File: config.mk
export PLATFORM = sky130hd
export DESIGN_NAME = mem_access_unit
export DESIGN_NICKNAME = d
export VERILOG_FILES = /design/src/rtl/mem_access_unit.sv
export SDC_FILE = /design/constraint.sdc
export NUM_CORES = 1
export LEC_CHECK = 0
export ABC_AREA = 1
export CAP_MARGIN = 10
export CORE_ASPECT_RATIO = 0.7
export CORE_MARGIN = 2
export CORE_UTILIZATION = 40
export DETAILED_ROUTE_END_ITERATION = 10
export HOLD_SLACK_MARGIN = 0.15
export PLACE_DENSITY = 0.91
export SYNTH_ARGS = -nofsm -noshare
export SYNTH_HDL_FRONTEND = slang
export SYNTH_SLANG_ARGS = --single-unit
export TNS_END_PERCENT = 20
File: constraint.sdc
create_clock -name clk -period 3.7 [get_ports clk]
set_input_delay 0.925 -clock clk [delete_from_list [all_inputs] [get_ports clk]]
set_output_delay 0.925 -clock clk [all_outputs]
set_load 0.01 [all_outputs]
File: src/rtl/mem_access_unit.sv
// rtl/mem_access_unit.sv - range-checked single-outstanding load/store front end for Memory
module mem_access_unit #(
    parameter int                  ADDR_W        = 16,
    parameter int                  DATA_W        = 32,
    parameter logic [ADDR_W-1:0]   STATIC_BASE   = 16'h0000,
    parameter logic [ADDR_W-1:0]   STATIC_SPACE  = 16'h0FFF,
    parameter logic [ADDR_W-1:0]   DYNAMIC_BASE  = 16'h8000,
    parameter logic [ADDR_W-1:0]   DYNAMIC_SPACE = 16'h0FFF
) (
    input  logic              clk,
    input  logic              rst_n,
    input  logic              req_valid,
    output logic              req_ready,
    input  logic              req_write,
    input  logic [ADDR_W-1:0] req_addr,
    input  logic [DATA_W-1:0] req_wdata,
    output logic              resp_valid,
    input  logic              resp_ready,
    output logic [DATA_W-1:0] resp_data,
    output logic              resp_fault,
    output logic [ADDR_W-1:0] mem_addr,
    output logic              mem_enable_write,
    output logic [DATA_W-1:0] mem_write_data,
    input  logic [DATA_W-1:0] mem_read_out,
    output logic [7:0]        fault_count
);

    typedef enum logic [1:0] {
        IDLE   = 2'd0,
        ACCESS = 2'd1,
        RESP   = 2'd2
    } state_t;

    state_t            state_q, state_d;
    logic              req_ready_q, req_ready_d;
    logic              resp_valid_q, resp_valid_d;
    logic [DATA_W-1:0] resp_data_q, resp_data_d;
    logic              resp_fault_q, resp_fault_d;
    logic [ADDR_W-1:0] mem_addr_q, mem_addr_d;
    logic [DATA_W-1:0] mem_write_data_q, mem_write_data_d;
    logic              write_q, write_d;
    logic [7:0]        fault_count_q, fault_count_d;

    // Offset from each base wraps for addresses below the base, so one
    // unsigned compare covers both inclusive bounds.
    logic [ADDR_W-1:0] static_off;
    logic [ADDR_W-1:0] dynamic_off;
    logic              in_range;

    assign static_off  = req_addr - STATIC_BASE;
    assign dynamic_off = req_addr - DYNAMIC_BASE;
    assign in_range    = (static_off <= STATIC_SPACE) || (dynamic_off <= DYNAMIC_SPACE);

    always_comb begin
        state_d          = state_q;
        req_ready_d      = req_ready_q;
        resp_valid_d     = resp_valid_q;
        resp_data_d      = resp_data_q;
        resp_fault_d     = resp_fault_q;
        mem_addr_d       = mem_addr_q;
        mem_write_data_d = mem_write_data_q;
        write_d          = write_q;
        fault_count_d    = fault_count_q;
        case (state_q)
            IDLE: begin
                if (req_valid) begin
                    write_d          = req_write;
                    mem_addr_d       = req_addr;
                    mem_write_data_d = req_wdata;
                    req_ready_d      = 1'b0;
                    if (in_range) begin
                        state_d = ACCESS;
                    end else begin
                        state_d      = RESP;
                        resp_valid_d = 1'b1;
                        resp_fault_d = 1'b1;
                        resp_data_d  = '0;
                        if (fault_count_q != 8'hFF) begin
                            fault_count_d = fault_count_q + 8'd1;
                        end
                    end
                end
            end
            ACCESS: begin
                state_d      = RESP;
                resp_valid_d = 1'b1;
                resp_fault_d = 1'b0;
                resp_data_d  = write_q ? '0 : mem_read_out;
            end
            RESP: begin
                if (resp_ready) begin
                    state_d      = IDLE;
                    resp_valid_d = 1'b0;
                    req_ready_d  = 1'b1;
                end
            end
            default: begin
                state_d      = IDLE;
                req_ready_d  = 1'b1;
                resp_valid_d = 1'b0;
            end
        endcase
    end

    always_ff @(posedge clk) begin
        if (!rst_n) begin
            state_q          <= IDLE;
            req_ready_q      <= 1'b1;
            resp_valid_q     <= 1'b0;
            resp_data_q      <= '0;
            resp_fault_q     <= 1'b0;
            mem_addr_q       <= '0;
            mem_write_data_q <= '0;
            write_q          <= 1'b0;
            fault_count_q    <= 8'd0;
        end else begin
            state_q          <= state_d;
            req_ready_q      <= req_ready_d;
            resp_valid_q     <= resp_valid_d;
            resp_data_q      <= resp_data_d;
            resp_fault_q     <= resp_fault_d;
            mem_addr_q       <= mem_addr_d;
            mem_write_data_q <= mem_write_data_d;
            write_q          <= write_d;
            fault_count_q    <= fault_count_d;
        end
    end

    // Gated by rst_n so a reset landing in ACCESS cancels the store.
    assign mem_enable_write = (state_q == ACCESS) && write_q && rst_n;

    assign req_ready      = req_ready_q;
    assign resp_valid     = resp_valid_q;
    assign resp_data      = resp_data_q;
    assign resp_fault     = resp_fault_q;
    assign mem_addr       = mem_addr_q;
    assign mem_write_data = mem_write_data_q;
    assign fault_count    = fault_count_q;

endmodule

==> reports/metrics.yaml, run 1 <==
crit_type: "in2out"
die_area_um2: 9570
wire_per_inst_um: 13.3
avgSynthCellArea_um2: 7.52
wirelength_um: 10100
diodes: 0
r2r-end: "fault_count[0]"
worst_slack_ps: 672
max-slew-margin-rel_pct: 49.1
finalCriticalPeriod_ps: 3030
cts_sinks: 94
htree_levels: 3
hp-class: "reg2reg"
ctsResizeCount: 0
synth_area_um2: 3520
gp_congestion: 0.821
grt_antenna_before_repair: 0
tightest_slew_ps: 762
synth_edf_count: 0
r2r_cells: 6
drt_iter0_drc: 205
required_ps: 2770
area_growth_pct: 59.8
critPathMaxFanout: 2
dr_wl_met2_um: 4710
io_buffer_count: 176
status: "finished clean"
slew_viol_final: 0
hp-start: "resp_data[7]"
hold_depth: 2
peakVddDrop_mv: 0.261
cts.clk_slew.worst_paths_ps: 70
clk_latency_ps: 330
drive_above_1_share_pct: 5.02
nets: 718
final_cells: 757
min_period_over_period_pct: 81.8
cts_buffers: 9
final_cell_mix: "clkdlybuf4s50_1 (176), nand2_1 (108), nor2_1 (105)"
dpl.cell_count: 741
grtUsageTotal_pct: 20.5
pre_cts_slack_ps: 664
syn-num-nets: 554
grt_overflow: 0
hold_viol_final: 0
grt_start_max_net_pins: 54
setup_viol: 0
clk_path_buf_depth: 2
rsz0062_at_grt: "no"
die_h_um: 82.5
ys_seq_elements: 94
met1Wirelength_um: 4210
hold-path-endpoint: "resp_data[7]"
grt_pass1_wl_um: 15500
routed-via-count: 3640
wl_met3_um: 1010
cts_root_buf: "clkbuf_16"
core_area_um2: 8480
seq_area_frac_synth_pct: 53.5
ys_types: 24
drv_cap: 0
holdBufCountCts: 0
grt_pass1_vias: 3492
start_util_pct: 41.5
tritoncts: "done"
ioPinCount: 177
p_leak_nw: 2.11
route.detailed.drc: 0
topRoutingLayerUsed: "met4"
crit_path_end_kind: "primary output"
cts_setup_buffers: 0
cp_data_arrival_time_ps: 2100
die_w_um: 116
fin_worst_skew_ps: 8.45
worstSetupStartpointType: "input pin"
ys_warn_count: 0
worst-r2r-setup-slack_ps: 1870
drt_first_pass_iters: 4
async_flop_share_pct: 0
ant_nets: 0
dpl.hpwl_um: 7290
setup_tns_ps: 0
r2r_start: "state_q[1]"
final_common_cell: "clkdlybuf4s50_1"
core.rowCount: 28
powerDensity_nw_per_um2: 427
synthCells: 468
dominantRegCellSynth: "dfxtp_1"
clock.fmax_mhz: 330
drt-vias-per-instance: 4.81
## layer usage
layer | vias up | track usage, %
met5 | - | 0
met4 | 0 | 6.79
met3 | 17 | 8.39
met2 | 143 | 35.3
met1 | 1659 | 23.4
li1 | 1821 | -
## flip-flops by register name, summed over array words and instances, names as in the netlist
signal          cells
resp_valid          1
mem_addr           16
fault_count         8
state_q             2
resp_fault          1
mem_write_data     32
write_q             1
req_ready           1
resp_data          32
## final cells by class
cell class	count	area [µm²]
repair buffers	180	1790
flip-flops and latches	94	1880
inverters	15	56.3
fillers	739	2860
clock inverters	6	72.6
well taps	120	150
clock buffers	10	229
multi-input cells	332	1440
## report_power, final
group	total (mW)	leakage (nW)	internal, mW	switching (mW)
registers	1.10	0.771	1.07	0.0323
clock network	0.916	0.143	0.528	0.388
logic	0.383	1.19	0.211	0.172
## cells in the mapped netlist (all sizes together), types with 9 or more instances
library cell / instances / area [µm²]
o21ai: 53 / 269
buf: 17 / 103
a21oi: 44 / 220
dfxtp: 94 / 1880
nand3: 9 / 50.1
clkbuf: 10 / 37.5
nor2: 111 / 442
inv: 14 / 52.6
nand2: 110 / 418
## worst max-delay path: stages
cell             delay [ps]
clkdlybuf4s50_1         480
nand2_1                  60
nor2_1                  100
clkdlybuf4s50_1         540
## how the worst max path moves through the flow
stage	startpoint	cells after the start	endpoint
floorplan	rst_n	4	mem_enable_write
global placement	rst_n	4	mem_enable_write
detailed placement	rst_n	4	mem_enable_write
CTS	rst_n	4	mem_enable_write
global route	rst_n	4	mem_enable_write
finish	rst_n	4	mem_enable_write
## kinds of logic (layout without fill, tap and decap cells)
logic type / count (synthesis) / count (layout) / synth area share, %
buffers and inverters: 42 / 211 / 5.58
adder cells (fa/ha/maj): 1 / 1 / 0.356
AO/OA/AOI/OAI: 97 / 97 / 13.9
flip-flops: 94 / 94 / 53.5
AND/OR/NAND/NOR: 233 / 233 / 26.4
XOR/XNOR: 1 / 1 / 0.249
## through the flow
step / util [%] / hold WS, ps / power, mW / area (µm²)
6_report: 66.3 / 461 / 2.40 / 5620
5_1_grt: 66.3 / 478 / 2.50 / 5620
4_1_cts: 66.3 / 466 / 2.43 / 5620
3_5_place_dp: 62.7 / 453 / 1.51 / 5320
3_3_place_gp: 62.7 / 447 / 1.49 / 5320
2_1_floorplan: - / 483 / 1.28 / 3520
Note: power is estimated with default switching activity, not from simulation.
==> run 2, diff against run 1 <==
Clock period 3.7 ns to 2.8 ns, I/O delays scaled along.
==> run 2 against run 1 <==
Against the previous run:
- utilization is 0.074 points lower
- sequential power is 33% higher
- total power is 30% higher
- critical path depth stayed put
- critical path type unchanged
==> reports/metrics.yaml, run 2 (synthesis gave the netlist of run 1 again) <==
status: "finished clean"
cts_root_buf: "clkbuf_16"
nets: 720  # +0.28%
cp_common_cell: "clkdlybuf4s50_1"
ant_nets: 0  # unchanged
grtUsageTotal_pct: 21.0  # +0.52 points
setup_tns_ps: 0  # unchanged
crit_path_end_kind: "primary output"
clock.fmax_mhz: 389
rsz0062_at_grt: "no"
slew_viol_final: 0  # unchanged
grt_pass1_wl_um: 15600  # +1.1%
max_stage_delay_ps: 540  # about the same
met1Wirelength_um: 4080  # -3.0%
slowest_stage: "clkdlybuf4s50_1"
final_cell_mix: "clkdlybuf4s50_1 (176), nand2_1 (108), nor2_1 (105)"
route.detailed.drc: 0  # unchanged
gp_congestion: 0.874  # +6.5%
io_buffer_count: 176  # unchanged
cp_data_arrival_time_ps: 1870  # -230 ps
num-fill-cells: 702  # -5.0%
finalCriticalPeriod_ps: 2570
tightest_slew_ps: 697  # -64.6 ps
setup_viol: 0  # unchanged
grt_antenna_before_repair: 0  # unchanged
fin_worst_skew_ps: 3.90  # -4.55 ps
htree_levels: 3  # unchanged
cts_sinks: 94  # unchanged
required_ps: 2100  # -670 ps
drive_above_1_share_pct: 5.48  # +0.45 points
path_buf_inv: 2  # unchanged
drt_iter0_drc: 135  # -34%
drt-vias-per-instance: 4.76  # -1.0%
wirelength_um: 9970  # -1.0%
diodes: 0  # unchanged
critical-path-top-delay-family: "buffers and inverters"
final_cell_area_um2: 5610  # -0.11%
final_common_cell: "clkdlybuf4s50_1"
critPathMaxFanout: 2  # unchanged
cts_setup_buffers: 0  # unchanged
max-slew-margin-rel_pct: 53.4  # +4.4 points
grt_pass1_vias: 3445  # -1.3%
die_area_um2: 9570  # unchanged
crit_chain: "clkdlybuf4s50_1 > nand2_1 > nor2_1 > clkdlybuf4s50_1"
core_area_um2: 8480  # unchanged
tritoncts: "done"
worstSetupStartpointType: "input pin"
hp-class: "reg2reg"
clk_path_buf_depth: 2  # unchanged
crit_type: "in2out"
postPlaceCellArea_um2: 5330  # +0.28%
ctsResizeCount: 0  # unchanged
wl_met3_um: 1010  # -0.30%
ioPinCount: 177  # unchanged
core.rowCount: 28  # unchanged
wire_per_inst_um: 13.1  # -1.3%
drv_cap: 0  # unchanged
area_growth_pct: 59.6
dr_wl_met2_um: 4720  # +0.23%
clk_latency_ps: 340  # about the same
grt_overflow: 0  # unchanged
cts_buffers: 9  # unchanged
peakVddDrop_mv: 0.339  # +30%
start_util_pct: 41.5  # unchanged
dpl.hpwl_um: 7190  # -1.4%
powerDensity_nw_per_um2: 554  # +30%
hold_viol_final: 0  # unchanged
topRoutingLayerUsed: "met4"
die_w_um: 116  # unchanged
routed-via-count: 3612  # -0.77%
p_leak_nw: 2.11  # about the same
grt_start_max_net_pins: 54  # unchanged
holdBufCountCts: 0  # unchanged
die_h_um: 82.5  # unchanged
drt_first_pass_iters: 4  # unchanged
min_period_over_period_pct: 91.9
cts.clk_slew.worst_paths_ps: 70  # about the same
run 2: final cells by class:
cell class | instances | area (µm²) | share of cell area [%]
timing repair buffer | 182 | 1810 | 32.2
sequential | 94 | 1880 | 33.5
inverter | 15 | 56.3 | 1.00
tap | 120 | 150 | 2.67
multi-input combinational | 332 | 1440 | 25.6
clock inverter | 7 | 55.1 | 0.981
clock buffer | 9 | 225 | 4.01
run 2: report_power, final:
| group | internal, mW | leakage [nW] | total, mW | switching, mW |
|---|---|---|---|---|
| Sequential | 1.41 | 0.771 | 1.46 | 0.0429 |
| Clock | 0.611 | 0.133 | 1.15 | 0.534 |
| Combinational | 0.282 | 1.20 | 0.509 | 0.228 |
| Total | 2.30 | 2.11 | 3.11 | 0.805 |
run 2: path summary, 6_finish.rpt:
path                                      from                to  slack [ps]  depth (start not counted)
worst max-delay path                     rst_n  mem_enable_write         230                          4
worst min-delay path              resp_data[7]      resp_data[7]         460                          2
worst max register to register  fault_count[0]    fault_count[7]        1220                          7
worst min register to register    resp_data[7]      resp_data[7]         460                          2
run 2: tightest hold or removal path, cell delays in order (launching register included):
cell	delay (ps)
dfxtp_1	310
nand2_1	60
a21oi_1	50
run 2: routing by layer:
metal,vias up,track usage [%]
met3,16,9.78
li1,1815,-
met5,-,0
met4,0,7.74
met1,1647,22.4
met2,134,36.9
run 2: stage by stage:
step                      util (%)  cells  worst slack (ps)  hold WS [ps]  power, mW
after floorplan                  -    468               782           483       1.69
after global placement        62.9    743               219           447       1.98
after detailed placement      62.9    743               220           449       1.99
after CTS                     66.2    759               220           462       3.14
after global routing          66.2    759               200           487       3.25
final                         66.2    759               227           460       3.11
==> run 3, diff against run 2 <==
Settings changed: SLEW_MARGIN from default to 20.
==> results of run 3 <==
The final DEF is identical to that of run 2; final timing and power are the same.
